## src/rtl/cpu_pkg.sv

```systemverilog
`default_nettype none
// ============================================================================
// Module      : cpu_pkg
// Description : Shared constants, F/D register layout and helpers for the
//               P5 pipeline. The FETCH_ADEL_CHECK_EN macro adds an
//               address-error flag to the F/D record.
// Revision    : 1.0 - initial release
// ============================================================================
package cpu_pkg;

  // PC after reset; also the base address of the instruction memory
  localparam logic [31:0] RESET_PC  = 32'h0000_3000;
  // Instruction memory depth in words
  localparam int unsigned IM_WORDS  = 4096;
  // Bubble encoding (sll $0,$0,0)
  localparam logic [31:0] NOP_INSTR = 32'h0000_0000;
  // Exception code for an address error on instruction fetch
  localparam logic [4:0]  EXC_ADEL  = 5'd4;

  // One past the last valid fetch address, kept 33 bits wide so the
  // comparison cannot wrap even if the memory reaches the top of the map
  localparam logic [32:0] IM_END = {1'b0, RESET_PC} + 33'(4 * IM_WORDS);

  // Contents of the F/D pipeline register
  typedef struct packed {
    logic [31:0] instr;
    logic [31:0] pc;
    logic [31:0] pc8;
    logic        valid;
`ifdef FETCH_ADEL_CHECK_EN
    logic        exc_adel;
`endif
  } fd_t;

  localparam int FD_W = $bits(fd_t);

  // Bubble record tagged with the PC it replaces; link address kept
  // consistent with the PC field
  function automatic fd_t fd_bubble(input logic [31:0] pc);
    fd_t b;
    b          = '0;
    b.instr    = NOP_INSTR;
    b.pc       = pc;
    b.pc8      = pc + 32'd8;
    b.valid    = 1'b0;
    return b;
  endfunction

  // Reset contents of F/D
  localparam fd_t FD_RST = fd_bubble(RESET_PC);

endpackage : cpu_pkg
`default_nettype wire

```

## src/rtl/fd_reg.sv

```systemverilog
`default_nettype none
// ============================================================================
// Module      : fd_reg
// Description : Generic pipeline register with asynchronous reset, flush
//               (loads a caller-supplied bubble) and stall (hold). Flush
//               takes priority over stall. Shared by F/D, D/E and E/M.
// Revision    : 1.0 - initial release
// ============================================================================
module fd_reg #(
  parameter int           W       = 1,
  parameter logic [W-1:0] RST_VAL = '0
) (
  input  logic         clk,
  input  logic         rst,
  input  logic         i_stall,
  input  logic         i_flush,
  input  logic [W-1:0] i_d,
  input  logic [W-1:0] i_bubble,
  output logic [W-1:0] o_q
);

  logic [W-1:0] r_q;

  // Pipeline register: reset > flush > stall > load
  always_ff @(posedge clk or posedge rst) begin
    if (rst) begin
      r_q <= RST_VAL;
    end else if (i_flush) begin
      r_q <= i_bubble;
    end else if (!i_stall) begin
      r_q <= i_d;
    end
  end

  assign o_q = r_q;

endmodule : fd_reg
`default_nettype wire

```

## src/rtl/fetch_stage.sv

```systemverilog
`default_nettype none
// ============================================================================
// Module      : fetch_stage
// Description : IF stage of the P5 pipeline. Holds the PC, presents it to the
//               combinational instruction ROM and captures the returned word
//               into the F/D register. Branches resolve in D with one delay
//               slot, so a redirect never discards the instruction in F.
//               Optional macro FETCH_ADEL_CHECK_EN adds D_ExcAdEL, flagging
//               misaligned or out-of-memory fetch addresses.
// Revision    : 1.0 - initial release
// ============================================================================
module fetch_stage
  import cpu_pkg::*;
(
  input  logic        clk,
  input  logic        reset,
  input  logic        F_stall,
  input  logic        D_flush,
  input  logic        D_redirect,
  input  logic [31:0] D_target,
  output logic [31:0] F_IM_PC,
  input  logic [31:0] F_IM_Instr,
  output logic [31:0] D_Instr,
  output logic [31:0] D_PC,
  output logic [31:0] D_PC8,
`ifdef FETCH_ADEL_CHECK_EN
  output logic        D_ExcAdEL,
`endif
  output logic        D_valid
);

  logic [31:0] r_pc;
  logic [31:0] w_pc_next;
  fd_t         w_fd_d;
  fd_t         w_fd_bubble;
  fd_t         w_fd_q;

`ifdef FETCH_ADEL_CHECK_EN
  logic        w_adel;

  // Fetch address error: misaligned, below the IM base or past its end
  always_comb begin
    w_adel = (r_pc[1:0] != 2'b00)
          || ({1'b0, r_pc} <  {1'b0, RESET_PC})
          || ({1'b0, r_pc} >= IM_END);
  end
`endif

  // Next-PC mux: stall holds (a redirect seen during a stall is re-presented
  // later), otherwise redirect target, otherwise sequential with natural wrap
  always_comb begin
    w_pc_next = r_pc + 32'd4;
    if (F_stall) begin
      w_pc_next = r_pc;
    end else if (D_redirect) begin
      w_pc_next = D_target;
    end
  end

  // PC register
  always_ff @(posedge clk or posedge reset) begin
    if (reset) begin
      r_pc <= RESET_PC;
    end else begin
      r_pc <= w_pc_next;
    end
  end

  // Record captured into F/D for a normal fetch; a faulting fetch carries a
  // NOP so nothing architectural executes, but stays valid so the exception
  // is taken downstream
  always_comb begin
    w_fd_d       = '0;
    w_fd_d.instr = F_IM_Instr;
    w_fd_d.pc    = r_pc;
    w_fd_d.pc8   = r_pc + 32'd8;
    w_fd_d.valid = 1'b1;
`ifdef FETCH_ADEL_CHECK_EN
    w_fd_d.exc_adel = w_adel;
    if (w_adel) begin
      w_fd_d.instr = NOP_INSTR;
    end
`endif
  end

  // Bubble loaded on flush, tagged with the PC currently in F
  always_comb begin
    w_fd_bubble = fd_bubble(r_pc);
  end

  fd_reg #(
    .W       (FD_W),
    .RST_VAL (FD_RST)
  ) u_fd_reg (
    .clk      (clk),
    .rst      (reset),
    .i_stall  (F_stall),
    .i_flush  (D_flush),
    .i_d      (w_fd_d),
    .i_bubble (w_fd_bubble),
    .o_q      (w_fd_q)
  );

  assign F_IM_PC = r_pc;
  assign D_Instr = w_fd_q.instr;
  assign D_PC    = w_fd_q.pc;
  assign D_PC8   = w_fd_q.pc8;
  assign D_valid = w_fd_q.valid;
`ifdef FETCH_ADEL_CHECK_EN
  assign D_ExcAdEL = w_fd_q.exc_adel;
`endif

endmodule : fetch_stage
`default_nettype wire
```

## config.mk

```make
export PLATFORM = sky130hd
export DESIGN_NAME = fetch_stage
export DESIGN_NICKNAME = d
export VERILOG_FILES = /design/src/rtl/cpu_pkg.sv /design/src/rtl/fd_reg.sv /design/src/rtl/fetch_stage.sv
export SDC_FILE = /design/constraint.sdc
export NUM_CORES = 1
export LEC_CHECK = 0
export ABC_AREA = 0
export BUFFER_PORTS_ARGS = -buffer_cell sky130_fd_sc_hd__buf_2
export CORE_MARGIN = 2
export CORE_UTILIZATION = 45
export DETAILED_ROUTE_END_ITERATION = 8
export HOLD_SLACK_MARGIN = 0.02
export PLACE_DENSITY = 0.82
export SLEW_MARGIN = 20
export SYNTH_ARGS = -nofsm -noshare
export SYNTH_HDL_FRONTEND = slang
export SYNTH_SLANG_ARGS = --single-unit
export TNS_END_PERCENT = 1
```

## constraint.sdc

```tcl
create_clock -name clk -period 5.9 [get_ports clk]
set_input_delay 1.18 -clock clk [delete_from_list [all_inputs] [get_ports clk]]
set_output_delay 1.18 -clock clk [all_outputs]
set_load 0.005 [all_outputs]
```

==> results of run 1 <==
-- worst reg2reg max path, stage by stage (launching register included) --
cell     delay [ns]
dfrtp_1        0.49
ha_1           0.33
and4_1         0.37
nand4_1        0.57
or4_1          0.69
a31oi_1        0.19
-- power groups by stage --
| stage | Clock [W] | Sequential, W | Combinational (W) |
|---|---|---|---|
| final | 0.00102 | 0.00111 | 0.000400 |
| after global placement | 0 | 0.00112 | 0.000393 |
| after detailed placement | 0 | 0.00112 | 0.000405 |
| after CTS | 0.00103 | 0.00111 | 0.000406 |
| after global routing | 0.00108 | 0.00113 | 0.000452 |
| after floorplan | 0 | 0.00107 | 0.000301 |
-- flip-flops by register name (all words and copies together), names as in the netlist --
name,count
u_fd_reg.o_q,94
F_IM_PC,32
-- area by class of cell --
| cell class | count | area [um2] |
|---|---|---|
| fill | 1302 | 6230 |
| sequential | 126 | 3160 |
| multi-input combinational | 476 | 2740 |
| timing repair buffer | 200 | 1010 |
| clock buffer | 23 | 498 |
| tap | 180 | 225 |
| clock inverter | 9 | 83.8 |
| inverter | 8 | 35.0 |
| antenna | 1 | 2.50 |
-- cell usage after synthesis, types with 6 or more instances --
master    instances  area share
nor3_1           10      0.0077
dfstp_2           7       0.028
or4_1             9       0.010
xor2_1            7      0.0094
nand4_1          10      0.0096
clkbuf_1         37       0.021
mux2i_1          33       0.051
dfrtp_1         119        0.46
inv_1             8      0.0046
and3_1           11       0.011
nand3_1          19       0.015
buf_4            36       0.041
nand2_1         128       0.074
a211oi_1          6      0.0069
buf_2            11      0.0084
and4_1           10       0.013
xnor2_1           7      0.0094
a21oi_1          17       0.013
or3_1            14       0.013
nor4_1            6      0.0058
nor2_1           61       0.035
o21ai_0          51       0.039
a31oi_1          16       0.015
-- kinds of logic after synthesis --
family	after synthesis	share of synthesized area
xor+xnor	14	0.0188
compound gates	130	0.125
flops	126	0.485
simple gates	295	0.216
buf+inv	107	0.0972
mux	35	0.0541
fa+ha+maj	2	0.00384
-- how the worst max path moves through the flow --
| stage | endpoint | slack (ns) | depth (start not counted) |
|---|---|---|---|
| final | u_fd_reg.o_q[6] | 2.83 | 5 |
| after CTS | u_fd_reg.o_q[6] | 2.89 | 5 |
| after detailed placement | u_fd_reg.o_q[6] | 2.44 | 5 |
| after floorplan | F_IM_PC[0] | 1.38 | 1 |
| after global routing | u_fd_reg.o_q[8] | 2.65 | 5 |
| after global placement | u_fd_reg.o_q[8] | 2.48 | 5 |
-- layer usage --
layer  vias to the layer above  routed length (um)  track usage
li1                       2694                   -            -
met1                      2664                7460        0.294
met2                       228                7940        0.359
met3                        19                1540       0.0790
met4                         2                 201       0.0707
met5                         -                  13            0
-- per-stage QoR --
stage	total power [W]	setup WS, ns	util
2_1_floorplan	0.00137	1.38	-
3_3_place_gp	0.00151	2.48	0.512
3_5_place_dp	0.00153	2.44	0.512
4_1_cts	0.00255	2.89	0.554
5_1_grt	0.00266	2.65	0.554
6_report	0.00253	2.83	0.554
==> results.cfg, run 1 <==
[critical_path]
critPathKind = primary input to flip-flop
reg2reg_slack_ns = 3.18
slowest_delay_ns = 0.62
startpoint = F_stall
worstSetupEndpointType = flip-flop
ff2ff_path_depth = 5
r2r-start = F_IM_PC[3]
cp_common_cell = buf_4
crit_family = buffers and inverters
cp_num_buf_inv = 3
cp-start-kind = primary input
crit_chain = buf_4 -> buf_4 -> nor2b_4 -> buf_4 -> o21ai_0
crit_required_ns = 6.18
arrival_ns = 3.36
cp_max_fo = 58
slowest_stage = buf_4
r2r_end = u_fd_reg.o_q[24]

[route]
num_vias = 5607
dr.pass1.iters = 5
drt_iter0_drc = 458
via_per_inst = 5.48
route.antenna.remaining_nets = 0
wl_per_cell_um = 16.8
totalWireLength_mm = 17.2
drc = 0

[floorplanning]
fp.dieArea_mm2 = 0.0155
dieWidth_um = 124
pin_count = 198
initial_core_util = 0.466
die_y_um = 124
rows = 43
design.core.area_mm2 = 0.0140

[finish]
area_growth_pct = 19.0
stdcell_area_mm2 = 0.00775
layout_commonest_cell = buf_2
final_cells = 1023
layout-drive-gt1-share = 0.298
layout_common_cells = 196 x buf_2, 128 x nand2_1, 119 x dfrtp_1
final_nets = 900

[clock_network]
clockBufferDepth = 2
cts_tree = yes
cts_resized = 0
post-cts-setup-buffer-count = 0
clock-sinks = 126
ctsHtreeMaxLevel = 4
cts-root-buf = clkbuf_16
cts_made_buffers = 17
clkTransAtPathRegs_ns = 0.06
cts-hold-fix-buffers = 0
insertion_delay_ns = 0.42

[global_routing]
grt_antenna_before_repair = 2
grt_pass1_wl_mm = 28.2
grt_pass1_vias = 5278
grt_max_degree = 71
globalRouteTotalUtil = 0.227
grt_overflow_total = 0

[sta]
slew_violations = 0
max_freq_ghz = 0.325
fin_crit_ns = 3.07
hold_viol_final = 0
final.period_utilization = 0.521
max-slew-margin-rel = 0.322
setup_viol = 0
fin_worst_skew_ns = 0.00661
rsz0062_at_grt = no
fin_tns_setup_ns = 0
worst_pin_slew_ns = 1.02
hold_slack_ns = 0.452

[min_path]
hold_path_depth = 2
hold_path_end = u_fd_reg.o_q[46]
hp-class = flip-flop to flip-flop
min-delay-start = u_fd_reg.o_q[46]

[place]
place_congestion = 0.846
dp_hpwl_mm = 11.8
dp_cells = 990
dpl-instance-area_mm2 = 0.00716
place.port_buffers = 197

[synth]
synth_area_per_cell_um2 = 9.19
syn_inst = 709
yosys_most_used_dff = dfrtp_1
yosys_warnings = 0
netlist_area_mm2 = 0.00652
syn_nets = 780
seq_area_frac_synth = 0.485
ys_async_sr_fraction = 1.00
yosys_register_bits = 126
synth_cell_types = 59
synth_edf_count = 0

[pwr]
p_switching_w = 0.000725
ir_drop_mv = 0.169
p_int_w = 0.00180
power_frac_seq = 0.439
power.share.clock = 0.403
leakage_nw = 3.75
switching_share = 0.287
p_comb_frac = 0.158
power_density_mw_per_mm2 = 326

[job]
maxCapViolations = 0

[outcome]
outcome = completed
(Power assumes the default switching activity.)
==> run 2: changes to the inputs <==
- clock period: 5.9 -> 3.07 ns (I/O delays scaled with it)
==> run 2 against run 1 <==
Against the previous run:
- clock-buffer cell count down 3
- die area unchanged
- sequential share of layout area down 0.94 points
- largest power group unchanged
==> results.cfg, run 2 (synthesis gave the netlist of run 1 again) <==
[sta]
hold_slack_ns = 0.309
slew_violations = 0
hold_viol_final = 0
max_freq_ghz = 0.449
rsz0062_at_grt = no
fin_worst_skew_ns = 0.00807
max-slew-margin-rel = 0.586
fin_crit_ns = 2.23
setup_viol = 0
worst_pin_slew_ns = 0.620
fin_tns_setup_ns = 0
final.period_utilization = 0.726

[route]
wl_per_cell_um = 17.4
route.antenna.remaining_nets = 0
totalWireLength_mm = 18.0
num_vias = 5759
drc = 0
via_per_inst = 5.54
dr.pass1.iters = 6
drt_iter0_drc = 494

[critical_path]
r2r-start = F_IM_PC[4]
crit_required_ns = 3.41
startpoint = F_IM_PC[4]
cp-start-kind = flip-flop
cp_max_fo = 15
reg2reg_slack_ns = 0.84
worstSetupEndpointType = flip-flop
arrival_ns = 2.57
critPathKind = flip-flop to flip-flop

[clock_network]
cts-root-buf = clkbuf_16
insertion_delay_ns = 0.42
cts_tree = yes
post-cts-setup-buffer-count = 0
cts-hold-fix-buffers = 0
clkTransAtPathRegs_ns = 0.06
clock-sinks = 126
ctsHtreeMaxLevel = 4
cts_made_buffers = 17
cts_resized = 0
clockBufferDepth = 2

[finish]
layout_commonest_cell = buf_2
area_growth_pct = 21.8
layout-drive-gt1-share = 0.312
stdcell_area_mm2 = 0.00794
layout_common_cells = 196 x buf_2, 128 x nand2_1, 119 x dfrtp_1
final_nets = 916
largest_reg_flops = 94
final_util = 0.567

[floorplanning]
fp.dieArea_mm2 = 0.0155
dieWidth_um = 124
rows = 43
pin_count = 198
design.core.area_mm2 = 0.0140
initial_core_util = 0.466
die_y_um = 124

[place]
place.port_buffers = 197
place_congestion = 0.852
dp_hpwl_mm = 12.8
dpl-instance-area_mm2 = 0.00731

[global_routing]
grt_pass1_wl_mm = 29.4
grt_pass1_vias = 5540
grt_antenna_before_repair = 1
globalRouteTotalUtil = 0.235
grt_overflow_total = 0
grt_max_degree = 85

[outcome]
outcome = completed

[job]
maxCapViolations = 0

[min_path]
hp-class = primary input to async pin

[pwr]
power_density_mw_per_mm2 = 636
leakage_nw = 3.83
ir_drop_mv = 0.297
[run 2: changes by cell type in the layout (fill, tap and decap cells not counted)]
| cell | previous run | this run |
|---|---|---|
| inv_6 | 1 | 2 |
| buf_12 | 0 | 2 |
| clkinv_2 | 3 | 1 |
| buf_4 | 4 | 18 |
| nand2b_4 | 1 | 0 |
| bufinv_16 | 1 | 3 |
| clkbuf_1 | 1 | 0 |
| clkinvlp_4 | 4 | 6 |
| clkbuf_8 | 5 | 3 |
| nand2b_2 | 0 | 1 |
[run 2: path summary, 6_finish.rpt]
kind	end	depth (start not counted)
max	u_fd_reg.o_q[30]	6
min	u_fd_reg.o_q[62]	3
max reg2reg	u_fd_reg.o_q[30]	6
min reg2reg	u_fd_reg.o_q[45]	2
max in group asynchronous	u_fd_reg.o_q[4]	3
min in group clk	u_fd_reg.o_q[94]	3
[run 2: critical path, cell delays in order, from the launching register on]
cell and delay (ns):
dfrtp_1 0.46, ha_1 0.32, and4_1 0.34, nand4_1 0.12
buf_4 0.22, or4_1 0.51, a31oi_1 0.17
[run 2: cell type report]
| cell class | instances | area [um2] |
|---|---|---|
| Inverter | 8 | 33.8 |
| Antenna cell | 1 | 2.50 |
| Tap cell | 180 | 225 |
| Clock buffer | 20 | 467 |
| Clock inverter | 12 | 159 |
| Timing Repair Buffer | 216 | 1160 |
| Sequential cell | 126 | 3160 |
| Multi-Input combinational cell | 476 | 2730 |
| Fill cell | 1290 | 6050 |
[run 2: per-layer routing]
layer,global-route usage,wire [um],up-vias
met1,0.319,7770,2747
met2,0.359,8360,264
met3,0.0743,1570,24
met5,0,0,-
met4,0.0753,327,0
li1,-,-,2724
[run 2: through the flow]
step,setup WS (ns),power (W),std cells
detailed placement,0.856,0.00297,1006
CTS,0.863,0.00508,1038
floorplan,0.908,0.00264,709
global route,0.707,0.00529,1038
finish,0.841,0.00505,1039
global placement,0.948,0.00294,1006
[run 2: power by group]
| group | switching, W | internal [W] |
|---|---|---|
| clock network | 0.000767 | 0.00135 |
| registers | 0.000224 | 0.00189 |
| logic | 0.000447 | 0.000378 |
| total | 0.00144 | 0.00361 |
